<file path="src/rtl/mips_pipe_pkg.sv">
// Shared widths and control-bundle bit positions for the MIPS-style pipeline.
// The control bundle is a flat vector indexed by the constants below.
package mips_pipe_pkg;
    localparam int DATA_W     = 32;
    localparam int REG_ADDR_W = 5;
    localparam int CTRL_W     = 10;

    localparam logic [4:0] REG_ZERO = 5'd0;

    localparam int REG_WRITE  = 0;
    localparam int MEM_READ   = 1;
    localparam int MEM_WRITE  = 2;
    localparam int MEM_TO_REG = 3;
    localparam int ALU_SRC    = 4;
    localparam int REG_DST    = 5;
    localparam int ALU_OP_LSB = 6;
    localparam int ALU_OP_MSB = 9;
endpackage

</file>
<file path="src/rtl/load_use_detect.sv">
// Combinational load-use hazard compare between the instruction in EX and the one in decode.
// rt is always treated as a source, so the check is conservative for I-type consumers.
module load_use_detect #(
    parameter int REG_ADDR_W = 5
) (
    input  logic                  i_ex_valid,
    input  logic                  i_ex_mem_read,
    input  logic [REG_ADDR_W-1:0] i_ex_write_reg,
    input  logic                  i_id_valid,
    input  logic [REG_ADDR_W-1:0] i_id_rs,
    input  logic [REG_ADDR_W-1:0] i_id_rt,
    output logic                  o_hazard
);
    logic w_dest_nonzero;
    logic w_src_match;

    assign w_dest_nonzero = (i_ex_write_reg != '0);
    assign w_src_match    = (i_ex_write_reg == i_id_rs) || (i_ex_write_reg == i_id_rt);
    assign o_hazard       = i_id_valid && i_ex_valid && i_ex_mem_read && w_dest_nonzero && w_src_match;
endmodule

</file>
<file path="src/rtl/id_ex_stage.sv">
// ID/EX pipeline register with same-cycle writeback bypass, load-use bubble insertion,
// branch flush and a saturating count of load-use stall cycles.
module id_ex_stage #(
    parameter int DATA_W     = 32,
    parameter int REG_ADDR_W = 5,
    parameter int CTRL_W     = 10,
    parameter int CNT_W      = 16
) (
    input  logic                  clk,
    input  logic                  rst,
    input  logic                  idValid,
    input  logic [REG_ADDR_W-1:0] idRs,
    input  logic [REG_ADDR_W-1:0] idRt,
    input  logic [REG_ADDR_W-1:0] idRd,
    input  logic [DATA_W-1:0]     idImm,
    input  logic [CTRL_W-1:0]     idCtrl,
    input  logic [DATA_W-1:0]     dataA,
    input  logic [DATA_W-1:0]     dataB,
    input  logic                  wbWriteEnable,
    input  logic [REG_ADDR_W-1:0] wbAddress,
    input  logic [DATA_W-1:0]     wbData,
    input  logic                  flush,
    output logic                  stall,
    output logic                  exValid,
    output logic [REG_ADDR_W-1:0] exRs,
    output logic [REG_ADDR_W-1:0] exRt,
    output logic [REG_ADDR_W-1:0] exWriteReg,
    output logic [DATA_W-1:0]     exOperandA,
    output logic [DATA_W-1:0]     exOperandB,
    output logic [DATA_W-1:0]     exImm,
    output logic [CTRL_W-1:0]     exCtrl,
    output logic [CNT_W-1:0]      stallCount
);
    import mips_pipe_pkg::*;

    logic                  r_ex_valid;
    logic [REG_ADDR_W-1:0] r_ex_rs;
    logic [REG_ADDR_W-1:0] r_ex_rt;
    logic [REG_ADDR_W-1:0] r_ex_write_reg;
    logic [DATA_W-1:0]     r_ex_op_a;
    logic [DATA_W-1:0]     r_ex_op_b;
    logic [DATA_W-1:0]     r_ex_imm;
    logic [CTRL_W-1:0]     r_ex_ctrl;
    logic [CNT_W-1:0]      r_stall_count;

    logic [DATA_W-1:0]     w_op_a;
    logic [DATA_W-1:0]     w_op_b;
    logic [REG_ADDR_W-1:0] w_dest_reg;
    logic                  w_hazard;
    logic                  w_stall;
    logic                  w_bubble;

    // The register file commits at this same edge, so its read port still shows the old value.
    assign w_op_a = (wbWriteEnable && (wbAddress == idRs) && (idRs != REG_ZERO)) ? wbData : dataA;
    assign w_op_b = (wbWriteEnable && (wbAddress == idRt) && (idRt != REG_ZERO)) ? wbData : dataB;

    assign w_dest_reg = idCtrl[REG_DST] ? idRd : idRt;

    load_use_detect #(
        .REG_ADDR_W(REG_ADDR_W)
    ) u_load_use_detect (
        .i_ex_valid    (r_ex_valid),
        .i_ex_mem_read (r_ex_ctrl[MEM_READ]),
        .i_ex_write_reg(r_ex_write_reg),
        .i_id_valid    (idValid),
        .i_id_rs       (idRs),
        .i_id_rt       (idRt),
        .o_hazard      (w_hazard)
    );

    // A flushed instruction never needs to be re-presented, so flush cancels the stall.
    assign w_stall  = w_hazard && !flush;
    assign w_bubble = flush || w_hazard || !idValid;

    always_ff @(posedge clk or posedge rst) begin
        if (rst) begin
            r_ex_valid     <= 1'b0;
            r_ex_rs        <= '0;
            r_ex_rt        <= '0;
            r_ex_write_reg <= '0;
            r_ex_op_a      <= '0;
            r_ex_op_b      <= '0;
            r_ex_imm       <= '0;
            r_ex_ctrl      <= '0;
            r_stall_count  <= '0;
        end else begin
            if (w_bubble) begin
                r_ex_valid <= 1'b0;
                r_ex_ctrl  <= '0;
            end else begin
                r_ex_valid     <= 1'b1;
                r_ex_rs        <= idRs;
                r_ex_rt        <= idRt;
                r_ex_write_reg <= w_dest_reg;
                r_ex_op_a      <= w_op_a;
                r_ex_op_b      <= w_op_b;
                r_ex_imm       <= idImm;
                r_ex_ctrl      <= idCtrl;
            end
            if (w_stall && (r_stall_count != {CNT_W{1'b1}})) begin
                r_stall_count <= r_stall_count + 1'b1;
            end
        end
    end

    assign stall      = w_stall;
    assign exValid    = r_ex_valid;
    assign exRs       = r_ex_rs;
    assign exRt       = r_ex_rt;
    assign exWriteReg = r_ex_write_reg;
    assign exOperandA = r_ex_op_a;
    assign exOperandB = r_ex_op_b;
    assign exImm      = r_ex_imm;
    assign exCtrl     = r_ex_ctrl;
    assign stallCount = r_stall_count;
endmodule
</file>
<file path="config.mk">
export PLATFORM = sky130hd
export DESIGN_NAME = id_ex_stage
export DESIGN_NICKNAME = d
export VERILOG_FILES = /design/src/rtl/mips_pipe_pkg.sv /design/src/rtl/load_use_detect.sv /design/src/rtl/id_ex_stage.sv
export SDC_FILE = /design/constraint.sdc
export NUM_CORES = 1
export LEC_CHECK = 0
export CORE_UTILIZATION = 44
export CTS_CLUSTER_DIAMETER = 80
export CTS_CLUSTER_SIZE = 20
export DETAILED_ROUTE_END_ITERATION = 8
export HOLD_SLACK_MARGIN = 0.06
export PLACE_DENSITY_LB_ADDON = 0.2
export SLEW_MARGIN = 20
export SYNTH_ARGS = -nofsm -noshare
export SYNTH_HDL_FRONTEND = slang
export SYNTH_SLANG_ARGS = --single-unit
</file>
<file path="constraint.sdc">
create_clock -name clk -period 6.78 [get_ports clk]
set_clock_uncertainty 0.2 [all_clocks]
set_input_delay 1.017 -clock clk [delete_from_list [all_inputs] [get_ports clk]]
set_output_delay 1.017 -clock clk [all_outputs]
set_load 0.02 [all_outputs]
</file>
==> results of run 1 <==
[worst reg2reg max path, cell delays in order (launching register included)]
cell and delay, ns:
dfrtp_1 0.45, xor2_1 0.19, nor3_1 0.29, a22oi_2 0.20, o21ai_4 0.20, buf_4 0.80
buf_4 0.68, o21ai_0 0.22
[power by group]
group | switching (W) | internal, W | leakage [nW]
sequential | 0.0000524 | 0.000912 | 1.74
clock | 0.000339 | 0.000541 | 0.281
combinational | 0.000282 | 0.000286 | 2.18
[cells in the final DEF, fill, tap and decap left out, types with 5 or more instances in the layout]
cell / n
and2_1: 11
clkdlybuf4s50_1: 301
xor2_1: 17
nand2_1: 198
o21ai_0: 11
dfrtp_1: 138
xnor2_1: 16
nand4_1: 10
nor3_1: 7
clkinv_2: 5
buf_4: 5
mux2i_1: 69
clkbuf_16: 17
and3_1: 5
o21ai_1: 58
nand3_1: 7
[cells in the mapped netlist, drive strengths merged]
master,count,area (µm²)
xor2,17,149
and2,11,68.8
and4,1,8.76
and3,5,31.3
nor2b,1,6.26
a22oi,1,12.5
ha,1,12.5
o21ai,70,362
clkbuf,8,31.3
o2111ai,1,26.3
mux2i,69,691
or4,1,11.3
a211o,1,8.76
mux2,1,11.3
nand2,198,743
inv,2,7.50
dfrtp,138,3450
nor3,8,45.0
nand3,7,35.0
nor4,2,12.5
xnor2,16,140
a21oi,2,10.0
a31oi,1,6.26
buf,25,204
nor2,7,33.8
a21boi,1,7.51
nand4,10,62.6
[per-stage QoR]
step                      cell area (µm²)  power (W)  setup slack, ns   util
final                                9820    0.00241             2.21  0.727
after CTS                            9820    0.00243             2.21  0.727
after global routing                 9820    0.00252             2.12  0.727
after global placement               9240    0.00153             2.29  0.684
after detailed placement             9240    0.00155             2.21  0.684
after floorplan                      6190    0.00122             1.87      -
[path summary, 6_finish.rpt]
kind	startpoint	end
setup / recovery	idRs[2]	stall
hold / removal	exImm[16]$_DFFE_PP0N_	exImm[16]$_DFFE_PP0N_
setup reg to reg	exWriteReg[2]$_DFFE_PP0N_	exOperandA[29]$_DFFE_PP0N_
hold reg to reg	exImm[16]$_DFFE_PP0N_	exImm[16]$_DFFE_PP0N_
max in group asynchronous	rst	stallCount[5]$_DFFE_PP0P_
min in group asynchronous	rst	exOperandB[23]$_DFFE_PP0N_
[sequential cells by signal (all words and copies together) (netlist names)]
signal and flops:
exOperandB 32, stallCount 16, exOperandA 32, exImm 32, exValid 1, exCtrl 10, exWriteReg 5, exRt 5
exRs 5
[final cells by class]
type | count | area share
Sequential cell | 138 | 0.352
Timing Repair Buffer | 306 | 0.311
Multi-Input combinational cell | 432 | 0.255
Clock buffer | 21 | 0.0489
Tap cell | 176 | 0.0224
Clock inverter | 11 | 0.00969
Inverter | 2 | 0.00127
[metal layers]
layer,track usage,up-vias
li1,-,2601
met1,0.285,2532
met2,0.434,211
met3,0.0778,48
met4,0.123,0
met5,0,-
[cell families after synthesis]
logic type | Yosys count | synth area share
and+or+nand+nor | 251 | 0.171
DFF | 138 | 0.558
AOI/OAI and AO/OA | 77 | 0.0699
muxes | 70 | 0.113
buffers and inverters | 35 | 0.0392
xor gates and xnor gates | 33 | 0.0467
adders and majority gates | 1 | 0.00202
==> results by group, run 1 <==
GRT
  – Residual overflow from global routing: 0
  – Largest net degree at the start of global routing: 112
  – Number of antenna violations at the first check in global routing: 0
  – Global-route wire length before repair: 28.1 mm
  – Global routing usage summed across all routing layers: 0.253
  – Number of global-route vias before repair: 5495

Timing
  – Final setup violation count: 0
  – Unrepaired setup endpoints after global routing: no
  – Slew at the pin with the worst max-slew slack: 1.02 ns
  – Fin Setup TNS: 0 ns
  – Fmax: 0.219 GHz
  – Hold Worst Slack: 0.271 ns
  – Final Hold Violating Endpoints: 0
  – Final slew viol count: 0
  – Min cycle time layout: 4.57 ns
  – Slew margin rel.: 0.317
  – Final worst-path cycle share: 0.674

Floorplan
  – Starting Density: 0.458
  – Row cnt: 42
  – Die width: 121 µm
  – Die Y-Extent: 121 µm
  – Count of boundary I/O pins: 302
  – Die Area: 14500 µm²
  – Area of the core region: 13500 µm²

Clocking
  – Resize count post-CTS: 0
  – Post-CTS Setup Inserts: 0
  – Number of hold-repair buffers added at the cts stage: 0
  – Clock transition at the register clock pins on the worst setup and hold paths after CTS: 0.05 ns
  – Number of clock sinks: 138
  – CTS tree: done
  – Number of clock buffers inserted by TritonCTS: 17
  – CTS H-tree lvls: 4
  – Clock root buffer master: clkbuf_16
  – Clk buf depth: 2
  – Skew-Pair Late Insertion Delay: 0.41 ns

Synth
  – Synthesized area per cell: 10.2 µm²
  – Net count after synthesis: 769
  – Post-synthesis cell count: 605
  – Unique masters post-synth: 36
  – Yosys synthesis warning count: 0
  – Summed instance area of the synthesized netlist: 6190 µm²
  – Proportion of synthesized chip area in sequential cells: 0.558
  – Number of flip-flops and latches in the synthesized netlist: 138

Worst setup path
  – Kind of end point of the critical path: output port
  – Kind of critical path: in2out
  – Arrival time reported for the critical path endpoint: 3.35 ns
  – Critical path's largest stage delay: 0.70 ns
  – Cell depth of the worst flop-to-flop path: 7
  – Cell Chain, Critical Path: clkdlybuf4s50_1, xor2_1, nor3_1, a22oi_2, nor3_2, clkdlybuf4s50_1
  – Crit-path leading delay family: buffers and inverters
  – CP max FO: 9
  – Count of buffering cells on the critical path with inverters included: 2
  – Required @ worst endpoint: 5.56 ns
  – Worst-case register-to-register setup slack: 3.41 ns
  – Type of origin of the critical path: input port
  – Slowest stage cell on the critical path: clkdlybuf4s50_1
  – Most repeated library cell on the critical path: clkdlybuf4s50_1
  – Depth of the critical timing path with buffers and inverters included: 6

Placed design
  – IO buf count: 301
  – Weighted congestion reported at the end of routability-driven placement: 0.882
  – Half-perimeter wire length of the detailed placement result: 13.3 mm
  – Placed cell count: 1054

Cells and area
  – Layout filler cell count: 979
  – Final antenna diode count: 0
  – Reg area: 3450 µm²
  – Ratio of cells with drive above 1 in the final layout: 0.0527
  – Final-stage net count: 1061
  – Final cell count without fillers: 1086
  – Layout-stage area growth over the synthesis result: 58.6%
  – Footprint of the multi-input gates: 2500 µm²

Routing
  – Routed wire per std cell: 16.7 µm
  – Total detailed-routing wirelength: 18.1 mm
  – Initial detailed-routing violation count: 273
  – Met1 wire length: 7.02 mm
  – Vias after detailed routing: 5392
  – Met2 wirelength from detailed routing: 9.20 mm
  – Met3 wirelength from detailed routing: 1.28 mm
  – DRT antenna net count: 0
  – Number of iterations in the first detailed-routing pass: 5
  – Via count normalized by instance count: 4.97
  – Highest metal layer with signal wires: met4
  – DRC violation count after routing: 0

Worst hold path
  – Hold/Removal Path Class: reg2reg
  – Worst hold path cell count: 2

Job
  – Number of maximum-capacitance violations: 0

Pwr
  – Maximum vdd drop: 0.167 mV
  – Power Dens Cells: 246 nW/µm²
  – Static leakage power: 4.21 nW

Outcome
  – Status: finished clean
No activity file was read; power rests on OpenSTA's default activity.
==> inputs of run 2 (changes only) <==
--- a/config.mk
+++ b/config.mk
@@ -5,7 +5,7 @@
 export SDC_FILE = /design/constraint.sdc
 export NUM_CORES = 1
 export LEC_CHECK = 0
-export CORE_UTILIZATION = 44
+export CORE_UTILIZATION = 37
 export CTS_CLUSTER_DIAMETER = 80
 export CTS_CLUSTER_SIZE = 20
 export DETAILED_ROUTE_END_ITERATION = 8
==> constraint.sdc (replaced) <==
create_clock -name clk -period 3.8 [get_ports clk]
set_clock_uncertainty 0.2 [all_clocks]
set_input_delay 0.57 -clock clk [delete_from_list [all_inputs] [get_ports clk]]
set_output_delay 0.57 -clock clk [all_outputs]
set_load 0.02 [all_outputs]
==> run 2 against run 1 <==
Count of clock-buffer cells in the layout unchanged. Power up 83%. Global-route usage down 3.6 points. Final cell count up 4.0%. Critical path type unchanged. Largest power group unchanged.
==> results by group, run 2 (synthesis results as in run 1) <==
Timing
  – Final worst-path cycle share: 0.884
  – Final slew viol count: 0 (unchanged)
  – Fmax: 0.298 GHz
  – Slew at the pin with the worst max-slew slack: 0.589 ns (was 1.02 ns)
  – Unrepaired setup endpoints after global routing: no (unchanged)
  – Min cycle time layout: 3.36 ns
  – Final setup violation count: 0 (unchanged)
  – Slew margin rel.: 0.608 (was 0.317)
  – Final Hold Violating Endpoints: 0 (unchanged)
  – Fin Setup TNS: 0 ns (unchanged)
  – Setup ws final: 0.440 ns (was 2.21 ns)

Outcome
  – Status: finished clean (unchanged)

Routing
  – Vias after detailed routing: 5218 (was 5392)
  – Routed wire per std cell: 15.8 µm (was 16.7 µm)
  – Total detailed-routing wirelength: 17.9 mm (was 18.1 mm)
  – DRC violation count after routing: 0 (unchanged)
  – DRT antenna net count: 0 (unchanged)
  – Number of iterations in the first detailed-routing pass: 5 (unchanged)
  – Initial detailed-routing violation count: 187 (was 273)
  – Via count normalized by instance count: 4.62 (was 4.97)

Worst setup path
  – Required @ worst endpoint: 3.03 ns (was 5.56 ns)
  – Slowest stage cell on the critical path: clkdlybuf4s50_1 (unchanged)
  – Critical path's largest stage delay: 0.64 ns (was 0.70 ns)
  – Arrival time reported for the critical path endpoint: 2.59 ns (was 3.35 ns)
  – Kind of critical path: in2out (unchanged)
  – Most repeated library cell on the critical path: clkdlybuf4s50_1 (unchanged)
  – Kind of end point of the critical path: output port (unchanged)
  – CP max FO: 4 (was 9)
  – Cell Chain, Critical Path: clkdlybuf4s50_1, xor2_1, nor3_1, a22oi_2, nor3_2, clkdlybuf4s50_1 (unchanged)
  – Type of origin of the critical path: input port (unchanged)

Floorplan
  – Die width: 131 µm (was 121 µm)
  – Count of boundary I/O pins: 302 (unchanged)
  – Area of the core region: 16100 µm² (was 13500 µm²)
  – Starting Density: 0.384 (was 0.458)
  – Row cnt: 46 (was 42)
  – Die Area: 17300 µm² (was 14500 µm²)
  – Die Y-Extent: 131 µm (was 121 µm)

Clocking
  – Post-CTS Setup Inserts: 0 (unchanged)
  – Skew-Pair Late Insertion Delay: 0.41 ns (about the same)
  – Clock transition at the register clock pins on the worst setup and hold paths after CTS: 0.06 ns (was 0.05 ns)
  – Number of clock sinks: 138 (unchanged)
  – Clock root buffer master: clkbuf_16 (unchanged)
  – Clk buf depth: 2 (unchanged)
  – Resize count post-CTS: 0 (unchanged)
  – Number of clock buffers inserted by TritonCTS: 17 (unchanged)
  – CTS H-tree lvls: 4 (unchanged)
  – CTS tree: done (unchanged)
  – Number of hold-repair buffers added at the cts stage: 0 (unchanged)

Cells and area
  – Most common cell after layout, fill and taps aside: clkdlybuf4s50_1 (unchanged)
  – Ratio of cells with drive above 1 in the final layout: 0.0537 (was 0.0527)
  – Layout-stage area growth over the synthesis result: 61.2% (was 58.6%)
  – Highest-count cells in the layout ignoring fill and taps: 301 x clkdlybuf4s50_1, 198 x nand2_1, 138 x dfrtp_1, 69 x mux2i_1, 58 x o21ai_1 (unchanged)
  – Final antenna diode count: 0 (unchanged)
  – Layout filler cell count: 1361 (was 979)
  – Final-stage net count: 1064 (was 1061)

GRT
  – Global-route wire length before repair: 29.0 mm (was 28.1 mm)
  – Layer with the highest usage: met2 (unchanged)
  – Met2 capacity usage during global routing: 0.357 (was 0.434)
  – Residual overflow from global routing: 0 (unchanged)
  – Number of global-route vias before repair: 5224 (was 5495)
  – Number of antenna violations at the first check in global routing: 1 (was 0)
  – Largest net degree at the start of global routing: 125 (was 112)
  – Global routing usage summed across all routing layers: 0.217 (was 0.253)
  – Met1 demand-to-capacity share in global routing: 0.273 (was 0.285)
  – Met3 usage: 0.0532 (was 0.0778)

Placed design
  – IO buf count: 301 (unchanged)
  – Placement Setup Slack: 0.430 ns (was 2.21 ns)
  – Weighted congestion reported at the end of routability-driven placement: 0.825 (was 0.882)
  – Half-perimeter wire length of the detailed placement result: 13.0 mm (was 13.3 mm)

Worst hold path
  – Hold/Removal Path Class: reg2reg (unchanged)

Pwr
  – Maximum vdd drop: 0.274 mV (was 0.167 mV)
  – Power Dens Cells: 442 nW/µm² (was 246 nW/µm²)
  – Static leakage power: 4.25 nW (was 4.21 nW)

Job
  – Number of maximum-capacitance violations: 0 (unchanged)
==> run 2: final cells by class <==
cell class	count	area (µm²)	share of cell area
flip-flops and latches	138	3450	0.346
repair buffers	309	3140	0.314
clock inverters	11	145	0.0145
well taps	216	270	0.0271
clock buffers	21	460	0.0461
inverters	2	11.3	0.00113
multi-input cells	432	2500	0.251
==> run 2: where the power goes <==
group,switching [W],internal [W]
combinational,0.000495,0.000516
sequential,0.0000909,0.00163
clock,0.000621,0.00106
total,0.00121,0.00321
==> run 2: final timing paths <==
| check | depth (start not counted) | slack (ns) | start | end |
|---|---|---|---|---|
| worst max-delay path | 6 | 0.44 | idRs[2] | stall |
| worst min-delay path | 2 | 0.27 | exImm[11]$_DFFE_PP0N_ | exImm[11]$_DFFE_PP0N_ |
| worst max register to register | 6 | 1.44 | exWriteReg[2]$_DFFE_PP0N_ | exOperandA[8]$_DFFE_PP0N_ |
| worst min register to register | 2 | 0.27 | exImm[11]$_DFFE_PP0N_ | exImm[11]$_DFFE_PP0N_ |
| max in group asynchronous | 3 | 2.48 | rst | exOperandB[31]$_DFFE_PP0N_ |
| min in group asynchronous | 3 | 0.45 | rst | exImm[11]$_DFFE_PP0N_ |
==> run 2: metrics by stage <==
step           std cells  power, W  hold WS [ns]  cell area (µm²)   util
2_1_floorplan        605   0.00218         0.377             6190      -
3_3_place_gp        1097   0.00275         0.257             9380  0.582
3_5_place_dp        1097   0.00277         0.261             9380  0.582
4_1_cts             1129   0.00447         0.276             9980  0.619
5_1_grt             1129   0.00462         0.298             9980  0.619
6_report            1129   0.00441         0.269             9980  0.619
==> run 2: worst max-delay path, delay by kind of cell <==
family	cells	cell delay [ns]
buf+inv	2	1.14
simple gates	2	0.50
xor+xnor	1	0.19
compound gates	1	0.19
==> run 2: routing by layer <==
| metal | wire, µm | share of wire | vias to the layer above |
|---|---|---|---|
| li1 | - | - | 2606 |
| met1 | 7700 | 0.43 | 2414 |
| met2 | 8790 | 0.49 | 165 |
| met3 | 982 | 0.055 | 31 |
| met4 | 386 | 0.022 | 2 |
| met5 | 11 | 0.00062 | - |
==> inputs of run 3 (changes only) <==
--- a/config.mk
+++ b/config.mk
@@ -5,10 +5,13 @@
 export SDC_FILE = /design/constraint.sdc
 export NUM_CORES = 1
 export LEC_CHECK = 0
-export CORE_UTILIZATION = 37
+export ABC_AREA = 1
+export CORE_AREA = 2 2 116 118
 export CTS_CLUSTER_DIAMETER = 80
 export CTS_CLUSTER_SIZE = 20
 export DETAILED_ROUTE_END_ITERATION = 8
+export DIE_AREA = 0 0 118 120
+export DONT_BUFFER_PORTS = 1
 export HOLD_SLACK_MARGIN = 0.06
 export PLACE_DENSITY_LB_ADDON = 0.2
 export SLEW_MARGIN = 20
==> run 3 against run 2 <==
Final cell count increased by 1.6%. Power decreased by 6.2%. Largest power group unchanged. Synthesized cell count increased by 56%. Combinational power decreased by 59%. Sequential power increased by 15%.
==> results by group, run 3 <==
Synth
  – Synth top area share: 0.498 (was 0.558)
  – Most common cell in the netlist: nand2_1 (unchanged)
  – Yosys synthesis warning count: 0 (unchanged)
  – Synthesized area per cell: 7.35 µm² (was 10.2 µm²)
  – Number of synthesized flops with an enable pin: 0 (unchanged)
  – Library cell with the largest summed area after synthesis: dfrtp_1 (unchanged)
  – Share of flip-flops with an asynchronous set or reset after synthesis: 1.00 (unchanged)
  – Unique masters post-synth: 24 (was 36)
  – Number of flip-flops and latches in the synthesized netlist: 138 (unchanged)
  – Predominant post-synthesis flop cell: dfrtp_1 (unchanged)
  – Proportion of synthesized chip area in sequential cells: 0.498 (was 0.558)
  – Net count after synthesis: 1107 (was 769)
  – Summed instance area of the synthesized netlist: 6930 µm² (was 6190 µm²)
  – Post-synthesis cell count: 943 (was 605)
  – Top post-synthesis cells by area: dfrtp_1 50%, nand2_1 26%, o21ai_0 3.7% (was dfrtp_1 56%, nand2_1 12%, mux2i_1 11%)
  – Post-synth top cells: 488 x nand2_1, 138 x dfrtp_1, 51 x o21ai_0 (was 198 x nand2_1, 138 x dfrtp_1, 69 x mux2i_1)

Routing
  – DRC violation count after routing: 0 (unchanged)
  – Routed wire per std cell: 18.0 µm (was 15.8 µm)
  – Number of iterations in the first detailed-routing pass: 6 (was 5)
  – Total detailed-routing wirelength: 20.7 mm (was 17.9 mm)
  – DRT antenna net count: 0 (unchanged)
  – Initial detailed-routing violation count: 588 (was 187)
  – Vias after detailed routing: 6298 (was 5218)
  – Via count normalized by instance count: 5.49 (was 4.62)

Cells and area
  – Final antenna diode count: 0 (unchanged)
  – Ratio of cells with drive above 1 in the final layout: 0.0628 (was 0.0537)
  – Fin util: 0.615 (was 0.619)
  – Layout-stage area growth over the synthesis result: 15.3% (was 61.2%)
  – Reg area: 3450 µm² (unchanged)
  – Layout filler cell count: 1179 (was 1361)
  – Footprint of the multi-input gates: 3020 µm² (was 2500 µm²)
  – Final-stage net count: 1123 (was 1064)
  – Most common cell after layout, fill and taps aside: nand2_1 (was clkdlybuf4s50_1)
  – Highest-count cells in the layout ignoring fill and taps: 488 x nand2_1, 138 x dfrtp_1, 51 x o21ai_0, 49 x nand3_1, 40 x inv_1 (was 301 x clkdlybuf4s50_1, 198 x nand2_1, 138 x dfrtp_1, 69 x mux2i_1, 58 x o21ai_1)

Outcome
  – Status: finished clean (unchanged)

Worst setup path
  – CP max FO: 100 (was 4)
  – Cell depth of the worst flop-to-flop path: 10 (was 6)
  – Kind of end point of the critical path: register (was output port)
  – Type of origin of the critical path: register (was input port)
  – Kind of critical path: reg2reg (was in2out)
  – Arrival time reported for the critical path endpoint: 3.08 ns (was 2.59 ns)
  – Required @ worst endpoint: 3.84 ns (was 3.03 ns)

GRT
  – Global-route wire length before repair: 32.7 mm (was 29.0 mm)
  – Residual overflow from global routing: 0 (unchanged)
  – Global routing usage summed across all routing layers: 0.298 (was 0.217)
  – Number of global-route vias before repair: 6090 (was 5224)
  – Largest net degree at the start of global routing: 101 (was 125)
  – Number of antenna violations at the first check in global routing: 0 (was 1)

Clocking
  – Clock root buffer master: clkbuf_16 (unchanged)
  – Skew-Pair Late Insertion Delay: 0.42 ns (was 0.41 ns)
  – Resize count post-CTS: 0 (unchanged)
  – Clock transition at the register clock pins on the worst setup and hold paths after CTS: 0.06 ns (about the same)
  – Clk buf depth: 2 (unchanged)
  – Post-CTS Setup Inserts: 0 (unchanged)
  – CTS tree: done (unchanged)
  – Number of clock sinks: 138 (unchanged)
  – Number of clock buffers inserted by TritonCTS: 17 (unchanged)
  – CTS H-tree lvls: 4 (unchanged)
  – Number of hold-repair buffers added at the cts stage: 39 (was 0)

Timing
  – Final slew viol count: 0 (unchanged)
  – Final Hold Violating Endpoints: 0 (unchanged)
  – Slew at the pin with the worst max-slew slack: 1.04 ns (was 0.589 ns)
  – Final setup violation count: 0 (unchanged)
  – Fin Setup TNS: 0 ns (unchanged)
  – Unrepaired setup endpoints after global routing: no (unchanged)
  – Slew margin rel.: 0.310 (was 0.608)
  – Min cycle time layout: 3.03 ns (was 3.36 ns)
  – Setup ws final: 0.767 ns (was 0.440 ns)
  – Fmax: 0.330 GHz (was 0.298 GHz)
  – Final worst-path cycle share: 0.798 (was 0.884)

Placed design
  – IO buf count: 0 (was 301)
  – Placement Setup Slack: 0.812 ns (was 0.430 ns)
  – Half-perimeter wire length of the detailed placement result: 13.6 mm (was 13.0 mm)
  – Weighted congestion reported at the end of routability-driven placement: 0.887 (was 0.825)

Floorplan
  – Die Y-Extent: 120 µm (was 131 µm)
  – Die width: 118 µm (was 131 µm)
  – Count of boundary I/O pins: 302 (unchanged)
  – Row cnt: 42 (was 46)
  – Area of the core region: 13000 µm² (was 16100 µm²)
  – Starting Density: 0.534 (was 0.384)
  – Die Area: 14200 µm² (was 17300 µm²)

Job
  – Number of maximum-capacitance violations: 0 (unchanged)

Pwr
  – Static leakage power: 4.22 nW (was 4.25 nW)
  – Power Dens Cells: 518 nW/µm² (was 442 nW/µm²)
  – Maximum vdd drop: 0.310 mV (was 0.274 mV)

Worst hold path
  – Hold/Removal Path Class: in2reg (was reg2reg)
  – Worst hold path cell count: 2 (unchanged)
==> run 3: kinds of logic (layout without fill, tap and decap cells) <==
kind of cell	count (synthesis)	after routing	synth area share
XOR/XNOR	18	18	0.0228
AO/OA/AOI/OAI	59	59	0.0432
buffers and inverters	101	129	0.0670
flip-flops	138	138	0.498
AND/OR/NAND/NOR	626	626	0.367
adder cells (fa/ha/maj)	1	1	0.00181
==> run 3: power by group <==
part | internal, W | switching (W) | total (W)
sequential | 0.00163 | 0.000348 | 0.00197
combinational | 0.000150 | 0.000267 | 0.000417
clock | 0.00115 | 0.000603 | 0.00175
total | 0.00292 | 0.00122 | 0.00414
==> run 3: final timing paths <==
check	slack, ns	end	startpoint
worst min register to register	0.43	exOperandB[5]$_DFFE_PP0N_	exOperandB[5]$_DFFE_PP0N_
max in group asynchronous	1.97	exRs[2]$_DFFE_PP0N_	rst
worst min-delay path	0.07	exImm[24]$_DFFE_PP0N_	idImm[24]
worst max register to register	0.77	exRs[4]$_DFFE_PP0N_	exWriteReg[2]$_DFFE_PP0N_
worst max-delay path	0.77	exRs[4]$_DFFE_PP0N_	exWriteReg[2]$_DFFE_PP0N_
min in group asynchronous	0.48	exCtrl[2]$_DFF_PP0_	rst
==> run 3: per-layer routing <==
layer	up-vias	wire (µm)	GRT usage
met1	2922	8200	0.358
met2	337	9610	0.474
met4	0	804	0.142
met3	59	2080	0.113
li1	2980	-	-
met5	-	0	0
==> run 3: area by class of cell <==
type / count / share of cell area
Timing Repair Buffer: 50 / 0.0608
Clock inverter: 7 / 0.0174
Sequential cell: 138 / 0.432
Multi-Input combinational cell: 704 / 0.379
Clock buffer: 24 / 0.0603
Tap cell: 176 / 0.0276
Inverter: 48 / 0.0230
==> run 3: worst max-delay path, stage by stage (launching register included) <==
cell and delay, ns:
dfrtp_1 0.54, inv_1 0.13, nand2_1 0.08, nand2_1 0.05, nor2_1 0.11, nand3_1 0.08, nand2_1 0.11, nand2_1 0.10
nand2_4 0.32, buf_4 0.82, o21ai_0 0.19
==> run 3: stage by stage <==
step	std cells	hold slack [ns]	instance area (µm²)	power (W)
after floorplan	943	0.384	6930	0.00225
after global placement	1077	0.325	6980	0.00237
after detailed placement	1077	0.325	6980	0.00238
after CTS	1147	0.0601	7990	0.00416
after global routing	1147	0.0649	7990	0.00431
final	1147	0.0719	7990	0.00414
